--- src/rtl/clk_div_pkg.sv ---
// clk_div_pkg: shared state type and sizing helpers for the clock divider and
// clock ratio meter family.
package clk_div_pkg;

  typedef enum logic [1:0] {
    IDLE = 2'd0,
    SYNC = 2'd1,
    MEAS = 2'd2
  } meas_state_e;

  localparam int DIV_RATIO_WD_DEFAULT = 8;

  // Largest count that fits a ratio field of the given width.
  function automatic int max_count(input int wd);
    return (1 << wd) - 1;
  endfunction

endpackage

--- src/rtl/clk_ratio_meter_if.sv ---
// clk_ratio_meter_if: control and result signals of the clock ratio meter.
// master = the side that enables the meter and supplies the clock under test,
// slave = the meter itself.
interface clk_ratio_meter_if
  import clk_div_pkg::*;
#(
  parameter int div_ratio_wd = DIV_RATIO_WD_DEFAULT
);
  logic                    meas_en;
  logic                    clk_in;
  logic [div_ratio_wd-1:0] div_ratio;
  logic [div_ratio_wd-1:0] high_cnt;
  logic [div_ratio_wd-1:0] low_cnt;
  logic                    meas_done;
  logic                    ratio_valid;
  logic                    timeout;
  logic                    locked;

  modport master (
    output meas_en, clk_in,
    input  div_ratio, high_cnt, low_cnt, meas_done, ratio_valid, timeout, locked
  );

  modport slave (
    input  meas_en, clk_in,
    output div_ratio, high_cnt, low_cnt, meas_done, ratio_valid, timeout, locked
  );
endinterface

--- src/rtl/clk_edge_det.sv ---
// clk_edge_det: one-bit sample register with rising/falling edge flags, for
// clock monitors that treat a clock as data.
module clk_edge_det (
  input  logic clk,
  input  logic rst,
  input  logic d,
  output logic rise,
  output logic fall
);
  logic prev;

  // Remember the previous sample; reset clears it to 0.
  always_ff @(posedge clk) begin
    if (rst) prev <= 1'b0;
    else     prev <= d;
  end

  assign rise = d & ~prev;
  assign fall = ~d & prev;
endmodule

--- src/rtl/clk_ratio_meter.sv ---
// clk_ratio_meter: samples a divided clock on clk_ref and recovers its integer
// division ratio plus high/low phase widths, measured back to back.
// Optional lock detector: define CLK_RATIO_METER_LOCK_EN.
module clk_ratio_meter
  import clk_div_pkg::*;
#(
  parameter int div_ratio_wd = DIV_RATIO_WD_DEFAULT,
  parameter int LOCK_CNT     = 3
) (
  input logic              clk_ref,
  input logic              rst,
  clk_ratio_meter_if.slave bus
);
  localparam logic [div_ratio_wd:0]   MAX_SUM = (div_ratio_wd+1)'(max_count(div_ratio_wd));
  localparam logic [div_ratio_wd-1:0] ONE     = (div_ratio_wd)'(1);

  if (LOCK_CNT < 1) begin : g_bad_lock_cnt
    $error("clk_ratio_meter: LOCK_CNT must be at least 1");
  end

  meas_state_e             state, state_nxt;
  logic [div_ratio_wd-1:0] hcnt, lcnt, hcnt_nxt, lcnt_nxt;
  logic [div_ratio_wd-1:0] ratio_q, high_q, low_q;
  logic [div_ratio_wd-1:0] ratio_nxt, high_nxt, low_nxt;
  logic                    done_q, valid_q, timeout_q;
  logic                    done_nxt, valid_nxt, timeout_nxt;
  logic [div_ratio_wd:0]   sum;
  logic                    rise;
  logic                    fall_unused;

  clk_edge_det u_edge (
    .clk  (clk_ref),
    .rst  (rst),
    .d    (bus.clk_in),
    .rise (rise),
    .fall (fall_unused)
  );

  // One bit wider than the counters; the timeout keeps the real sum in range.
  assign sum = {1'b0, hcnt} + {1'b0, lcnt};

  // Next state and datapath: sync to a rising edge, then count phases and
  // publish on every following rising edge.
  always_comb begin
    state_nxt   = state;
    hcnt_nxt    = hcnt;
    lcnt_nxt    = lcnt;
    ratio_nxt   = ratio_q;
    high_nxt    = high_q;
    low_nxt     = low_q;
    done_nxt    = 1'b0;
    valid_nxt   = valid_q;
    timeout_nxt = timeout_q;
    if (!bus.meas_en) begin
      state_nxt   = IDLE;
      valid_nxt   = 1'b0;
      timeout_nxt = 1'b0;
    end else begin
      unique case (state)
        IDLE: state_nxt = SYNC;
        SYNC: begin
          if (rise) begin
            hcnt_nxt  = ONE;
            lcnt_nxt  = '0;
            state_nxt = MEAS;
          end
        end
        MEAS: begin
          if (rise) begin
            ratio_nxt   = sum[div_ratio_wd-1:0];
            high_nxt    = hcnt;
            low_nxt     = lcnt;
            done_nxt    = 1'b1;
            valid_nxt   = 1'b1;
            timeout_nxt = 1'b0;
            hcnt_nxt    = ONE;
            lcnt_nxt    = '0;
          end else if (sum == MAX_SUM) begin
            timeout_nxt = 1'b1;
            valid_nxt   = 1'b0;
            state_nxt   = SYNC;
          end else if (bus.clk_in) begin
            hcnt_nxt = hcnt + ONE;
          end else begin
            lcnt_nxt = lcnt + ONE;
          end
        end
        default: state_nxt = IDLE;
      endcase
    end
  end

  // State and result registers.
  always_ff @(posedge clk_ref) begin
    if (rst) begin
      state     <= IDLE;
      hcnt      <= '0;
      lcnt      <= '0;
      ratio_q   <= '0;
      high_q    <= '0;
      low_q     <= '0;
      done_q    <= 1'b0;
      valid_q   <= 1'b0;
      timeout_q <= 1'b0;
    end else begin
      state     <= state_nxt;
      hcnt      <= hcnt_nxt;
      lcnt      <= lcnt_nxt;
      ratio_q   <= ratio_nxt;
      high_q    <= high_nxt;
      low_q     <= low_nxt;
      done_q    <= done_nxt;
      valid_q   <= valid_nxt;
      timeout_q <= timeout_nxt;
    end
  end

  assign bus.div_ratio   = ratio_q;
  assign bus.high_cnt    = high_q;
  assign bus.low_cnt     = low_q;
  assign bus.meas_done   = done_q;
  assign bus.ratio_valid = valid_q;
  assign bus.timeout     = timeout_q;

`ifdef CLK_RATIO_METER_LOCK_EN
  localparam int              MW        = $clog2(LOCK_CNT) + 1;
  localparam logic [MW-1:0]   MATCH_TGT = MW'(LOCK_CNT - 1);

  logic [MW-1:0] match_q, match_nxt;
  logic          locked_q, locked_nxt;
  logic          publish, abandon, same;

  // A stale ratio (after abort or timeout) never counts as a match: valid_q
  // is low until the first fresh result.
  assign publish = bus.meas_en && (state == MEAS) && rise;
  assign abandon = !bus.meas_en || ((state == MEAS) && !rise && (sum == MAX_SUM));
  assign same    = valid_q && (sum[div_ratio_wd-1:0] == ratio_q);

  // Count consecutive identical periods; lock once LOCK_CNT in a row agree.
  always_comb begin
    match_nxt  = match_q;
    locked_nxt = locked_q;
    if (abandon) begin
      match_nxt  = '0;
      locked_nxt = 1'b0;
    end else if (publish) begin
      if (!same) begin
        match_nxt  = '0;
        locked_nxt = 1'b0;
      end else begin
        if (match_q != MATCH_TGT) match_nxt = match_q + MW'(1);
        locked_nxt = (match_nxt == MATCH_TGT);
      end
    end
  end

  // Lock detector registers.
  always_ff @(posedge clk_ref) begin
    if (rst) begin
      match_q  <= '0;
      locked_q <= 1'b0;
    end else begin
      match_q  <= match_nxt;
      locked_q <= locked_nxt;
    end
  end

  assign bus.locked = locked_q;
`else
  assign bus.locked = 1'b0;
`endif

endmodule

--- src/flat_wrapper.sv ---
// flat-port wrapper written by rule: the top's interface ports become plain ports
module clk_ratio_meter_flat import clk_div_pkg::*;
#(
  parameter int div_ratio_wd = DIV_RATIO_WD_DEFAULT,
  parameter int LOCK_CNT     = 3
)
  (clk_ref, rst, bus_meas_en, bus_clk_in, bus_div_ratio, bus_high_cnt, bus_low_cnt, bus_meas_done, bus_ratio_valid, bus_timeout, bus_locked);
  clk_ratio_meter_if #(.div_ratio_wd(div_ratio_wd)) bus_i ();
  input logic clk_ref;
  input logic rst;
  input wire logic [$bits(bus_i.meas_en)-1:0] bus_meas_en;
  input wire logic [$bits(bus_i.clk_in)-1:0] bus_clk_in;
  output wire logic [$bits(bus_i.div_ratio)-1:0] bus_div_ratio;
  output wire logic [$bits(bus_i.high_cnt)-1:0] bus_high_cnt;
  output wire logic [$bits(bus_i.low_cnt)-1:0] bus_low_cnt;
  output wire logic [$bits(bus_i.meas_done)-1:0] bus_meas_done;
  output wire logic [$bits(bus_i.ratio_valid)-1:0] bus_ratio_valid;
  output wire logic [$bits(bus_i.timeout)-1:0] bus_timeout;
  output wire logic [$bits(bus_i.locked)-1:0] bus_locked;
  assign bus_i.meas_en = bus_meas_en;
  assign bus_i.clk_in = bus_clk_in;
  assign bus_div_ratio = bus_i.div_ratio;
  assign bus_high_cnt = bus_i.high_cnt;
  assign bus_low_cnt = bus_i.low_cnt;
  assign bus_meas_done = bus_i.meas_done;
  assign bus_ratio_valid = bus_i.ratio_valid;
  assign bus_timeout = bus_i.timeout;
  assign bus_locked = bus_i.locked;
  clk_ratio_meter #(.div_ratio_wd(div_ratio_wd), .LOCK_CNT(LOCK_CNT)) u_core (.clk_ref(clk_ref), .rst(rst), .bus(bus_i));
endmodule
--- config.mk ---
export PLATFORM = sky130hd
export DESIGN_NAME = clk_ratio_meter_flat
export DESIGN_NICKNAME = d
export VERILOG_FILES = /design/src/rtl/clk_div_pkg.sv /design/src/rtl/clk_ratio_meter_if.sv /design/src/rtl/clk_edge_det.sv /design/src/rtl/clk_ratio_meter.sv /design/src/flat_wrapper.sv
export SDC_FILE = /design/constraint.sdc
export NUM_CORES = 1
export LEC_CHECK = 0
export ABC_AREA = 1
export ABC_CLOCK_PERIOD_IN_PS = 6360
export CORE_ASPECT_RATIO = 1.5
export CORE_MARGIN = 4
export CORE_UTILIZATION = 40
export DETAILED_ROUTE_END_ITERATION = 7
export GPL_ROUTABILITY_DRIVEN = 0
export PLACE_DENSITY = 0.63
export SLEW_MARGIN = 40
export SYNTH_ARGS = -nofsm -noshare
export SYNTH_HDL_FRONTEND = slang
export SYNTH_SLANG_ARGS = --single-unit
--- constraint.sdc ---
create_clock -name clk_ref -period 6.36 [get_ports clk_ref]
set_input_delay 0.954 -clock clk_ref [delete_from_list [all_inputs] [get_ports clk_ref]]
set_output_delay 0.954 -clock clk_ref [all_outputs]
set_load 0.02 [all_outputs]
; Yosys cells after proc, flatten, opt, wreduce, memory -nomap -nowiden
; Index checks and enable logic that the tools add are counted.
[classes]
add_sub_neg = 3
n_mul = 0
div_mod_pow = 0
n_lt_le_gt_ge = 0
n_eq_ne = 9
n_shift = 0
muxes = 19
bitwise_logic = 4
reduce_logical = 10
[op_table]
columns = op, count
row1 = $mux 8, 8
row2 = $pmux 8 s2, 2
row3 = $add 8x1->8 const B, 2
row4 = $reduce_and 5->1, 2
row5 = $add 8x8->9, 1
row6 = $eq 9x8->1 const B, 1
row7 = $ne 3x2->1 const B, 3
row8 = $mux 2, 3
row9 = $pmux 2 s3, 1
row10 = $reduce_and 3->1, 2
row11 = $mux 1, 5
row12 = $ne 2x1->1 const B, 2
row13 = $reduce_bool 2->1, 2
row14 = $not 1->1, 3
row15 = $reduce_or 3->1, 1
row16 = $eq 2x1->1 const B, 1
row17 = $eq 2x2->1 const B, 1
row18 = $logic_not 2->1, 1
row19 = $ne 2x2->1 const B, 1
row20 = $reduce_and 2->1, 1
row21 = $reduce_or 2->1, 1
row22 = $and 1x1->1, 1
[totals]
regBits = 46
latchBits = 0
ram_bits = 0
mem_bits_ro = 0
input_bits = 4
output_inout_bits = 28
elab_cells = 55
memories = 0

; Logic depth before layout (Yosys ltp)
[depth]
ltp_word = 5
ltp_mapped = 18
mapped_depth_nobuf = 18

; Modules after synthesis
; Synthesis repeated with hierarchy kept, for this count alone.
[unflattened]
cells_unflattened = 360
hier_area_um2 = 2531.2
[modules_own_cells]
columns = mod, instances, cells_per_inst, area_per_inst_um2, seq_area_each_um2
row1 = clk_ratio_meter, 1, 354, 2492.4, 900.9
row2 = clk_edge_det, 1, 6, 38.8, 20.0

; Worst setup path after synthesis
; OpenSTA, ideal clock, no wires.
[synth_timing]
path_kind = register -> register
from = register u_core.lcnt[0]
to = register u_core.hcnt[0]
setup_time_ns = 0.062
t_arrival_ns = 2.059
t_required_ns = 6.298
slack_ns = 4.239
path_stages_with_launch = 16
n_path_buf = 1
period_less_slack_ns = 2.121
cell_sequence = dfxtp_1 -> ha_1 -> inv_1 -> fa_1 -> inv_1 -> nand2_1 -> nor3_1 -> nand2_1 -> nor2_2 -> nand2_2 -> nor2_4 -> nand3_4 -> buf_6 -> nand4_1 -> nand2_1 -> nor2_2
[synth_via]
elab_chain_len = 4
[synth_lines]
columns = item, line_no
row1 = from (decl), clk_ratio_meter.sv:22  ; logic [div_ratio_wd-1:0] hcnt, lcnt, hcnt_nxt, lcnt_nxt;
row2 = from (signal assigned), clk_ratio_meter.sv:108  ; lcnt <= lcnt_nxt;
row3 = $add 8x8->9, clk_ratio_meter.sv:40  ; assign sum = {1'b0, hcnt} + {1'b0, lcnt};
row4 = $eq 9x8->1, clk_ratio_meter.sv:78  ; end else if (sum == MAX_SUM) begin
row5 = $ne 3x2->1 (no line), --
row6 = $reduce_and 5->1 (no line), --
row7 = to (signal assigned), clk_ratio_meter.sv:107  ; hcnt <= hcnt_nxt;
row8 = to (decl), clk_ratio_meter.sv:22
; Every way passes these cells.
; A chain may end at the register's enable or synchronous reset.

; Final worst setup path
[layout_timing]
from = input bus_clk_in
to = register u_core.lcnt[5]
[layout_via]
elab_chain_len = 3
elab_cells_between_ends = 7
cone_classes = eq/ne (3) / mux (2) / bitwise (1) / reduce/logical (1)
[layout_lines]
columns = item, line_no
row1 = from (decl), flat_wrapper.sv:12  ; input wire logic [$bits(bus_i.clk_in)-1:0] bus_clk_in;
row2 = $and 1x1->1, clk_edge_det.sv:18  ; assign rise = d & ~prev;
row3 = "$ne 3x2->1 (no line), or another cell as far along", --
row4 = $reduce_and 5->1 (no line) or $pmux 8 s2 (tied branches), --
; Several ways; a longest one is shown, not always the timed one.

==> metrics.csv <==
metric,value,unit
outcome,finished clean,
grt_pass1_wl,10030,um
r2r_cells,17,
netlist_instances,385,
synth_seq_cells,46,
crit_required,6610,ps
path_class,input pin to flip-flop,
initial_core_util,40.91,%
cts_resized,0,
hold_depth,1,
final_hold_viol_count,0,
diodes,0,
cts_buffers,5,
num_rows,36,
min_from,u_core.bus.timeout,
slowest_delay,650,ps
drive_above_1_share,9.268,%
clk_pin_slew_worst_paths,90,ps
synth_area_leader_cell,dfxtp_1,
cts_htree_levels,2,
overflow,0,
vias,2448,
final_common_cell,nand2_1,
post-place-ws,3367,ps
clockRootBuffer,clkbuf_8,
coreArea,0.006441,mm^2
path_cells,clkdlybuf4s50_1 > inv_1 > nor2_2 > nor2_1 > nor2_2 > nand3_4 > nand2_1 > clkinv_1 > nor2_2,
cp_common_cell,nor2_2,
synth_area,0.002635,mm^2
drt-initial-drc-count,91,
die_w,74.27,um
r2r-end,u_core.lcnt[3],
setup_viol,0,
fmax,0.3675,GHz
slew_headroom,44.22,%
clock-sinks,46,
critPathLaunchType,input pin,
fin_crit,2721,ps
max_slew.worst_pin.slew,835.8,ps
gr-usage-all-layers,16.30,%
worstPathMaxFanout,17,
fin_setup_tns,0,ps
hold_slack,478.6,ps
seq_area_frac_synth,34.95,%
vias_per_cell,5.037,
fp.dieArea,0.007977,mm^2
rsz0062_at_grt,false,
drc,0,
postCtsSetupBuffers,0,
layout_setup_ws,3639,ps
hold_class,flip-flop to flip-flop,
drt-total-wl,6168,um
final_util,47.49,%
antenna_found_initial,0,
cts_tree,built,
whs_endpoint,u_core.bus.timeout,
port_buffers,30,
dr.pass1.iters,4,
post-route-period-util,42.78,%
syn_area_per_cell,6.844,um^2
ios,32,
grt_pass1_vias,2190,
p_leak,1.356,nW
yosys_warnings,0,
cap_violations,0,
die_y,107.4,um
clk-insertion-delay-late,300,ps
crit_family,simple AND/OR/NAND/NOR gates,
cp_num_buf_inv,3,
ir_drop,120.2,uV
critical_path.reg2reg.startpoint,u_core.hcnt[0],
arrival,2970,ps
ys_types,31,
slew_viol_final,0,
layout_common_cells,"nand2_1 (81), inv_1 (61), dfxtp_1 (46)",
synth_top_area_share,34.95,%
ctsHoldBuffers,0,
critPathSlowestCell,nor2_2,
clockBufferDepth,2,
final_antenna_net_count,0,
clock_skew,5.471,ps
yosys-top-cells-area,"dfxtp_1 (35%), nand2_1 (12%), inv_1 (8.8%), ha_1 (6.2%), o21ai_0 (5.1%)",
end_kind,flip-flop,
p_total,0.6023,mW
routedWlPerCell,12.69,um
r2r_slack,3860,ps
grt_max_degree,48,
synth_nets,403,
nNetsFinal,427,
synthToLayoutAreaGrowth,16.10,%
dpl.hpwl,4548,um
power_density,196.9,mW/mm^2
-- kinds of logic after synthesis --
| family | Yosys count | synth area share, % |
|---|---|---|
| AOI/OAI and AO/OA | 58 | 11.78 |
| xor gates and xnor gates | 1 | 0.3324 |
| adders and majority gates | 14 | 6.933 |
| buffers and inverters | 84 | 12.73 |
| DFF | 46 | 34.95 |
| other | 1 | 0.1423 |
| and+or+nand+nor | 181 | 33.14 |
-- power by group --
| part | internal, mW | switching [mW] |
|---|---|---|
| logic | 0.0362 | 0.0688 |
| clock network | 0.0878 | 0.0996 |
| registers | 0.299 | 0.0113 |
| total | 0.423 | 0.180 |
-- cells in the mapped netlist (all sizes together) --
cell	number
o21ai	27
inv	65
o22ai	1
nand2	86
dfxtp	46
a21oi	23
o211ai	2
conb	1
nand4	19
o31ai	3
clkbuf	5
xor2	1
ha	13
clkinv	5
o21a	1
nor3	3
nand3	28
nor2	44
o221ai	1
fa	1
buf	9
nand3b	1
-- through the flow --
stage / area, um^2 / std cells
3_3_place_gp: 2968 / 478
6_report: 3059 / 486
4_1_cts: 3059 / 486
5_1_grt: 3059 / 486
2_1_floorplan: 2635 / 385
3_5_place_dp: 2968 / 478
-- final cells by class --
| cell class | instances | area (um^2) |
|---|---|---|
| inverter | 70 | 262.8 |
| tap | 76 | 95.09 |
| multi-input combinational | 255 | 1381 |
| fill | 665 | 3382 |
| timing repair buffer | 31 | 307.8 |
| sequential | 46 | 920.9 |
| clock buffer | 7 | 86.33 |
| clock inverter | 1 | 5.005 |
-- worst register-to-register path, delay by kind of cell (launching register included) --
family,cells,cell delay [ps]
and+or+nand+nor,12,1130
DFF,1,440
adders and majority gates,2,590
buffers and inverters,3,210
-- layer usage --
layer,GRT usage (%),share of wire (%),up-vias
met5,0,0,-
met3,3.084,3.6,15
li1,-,-,1274
met4,8.651,4.2,0
met1,18.29,41,1105
met2,28.30,51,54
-- how the worst max path moves through the flow --
stage / start / end / depth (start not counted)
2_1_floorplan: u_core.lcnt[0] / u_core.hcnt[0] / 15
3_3_place_gp: bus_clk_in / u_core.hcnt[0] / 9
3_5_place_dp: bus_clk_in / u_core.lcnt[5] / 9
4_1_cts: bus_clk_in / u_core.lcnt[5] / 9
5_1_grt: bus_clk_in / u_core.hcnt[6] / 9
6_report: bus_clk_in / u_core.lcnt[5] / 9
-- state kept, by name, indices dropped and copies added, names as in the netlist --
signal,count
u_core.bus.div_ratio,8
u_core.u_edge.prev,1
u_core.bus.ratio_valid,1
u_core.state,2
u_core.hcnt,8
u_core.bus.high_cnt,8
u_core.bus.meas_done,1
u_core.bus.timeout,1
u_core.bus.low_cnt,8
u_core.lcnt,8
Note: power is estimated with default switching activity, not from simulation.
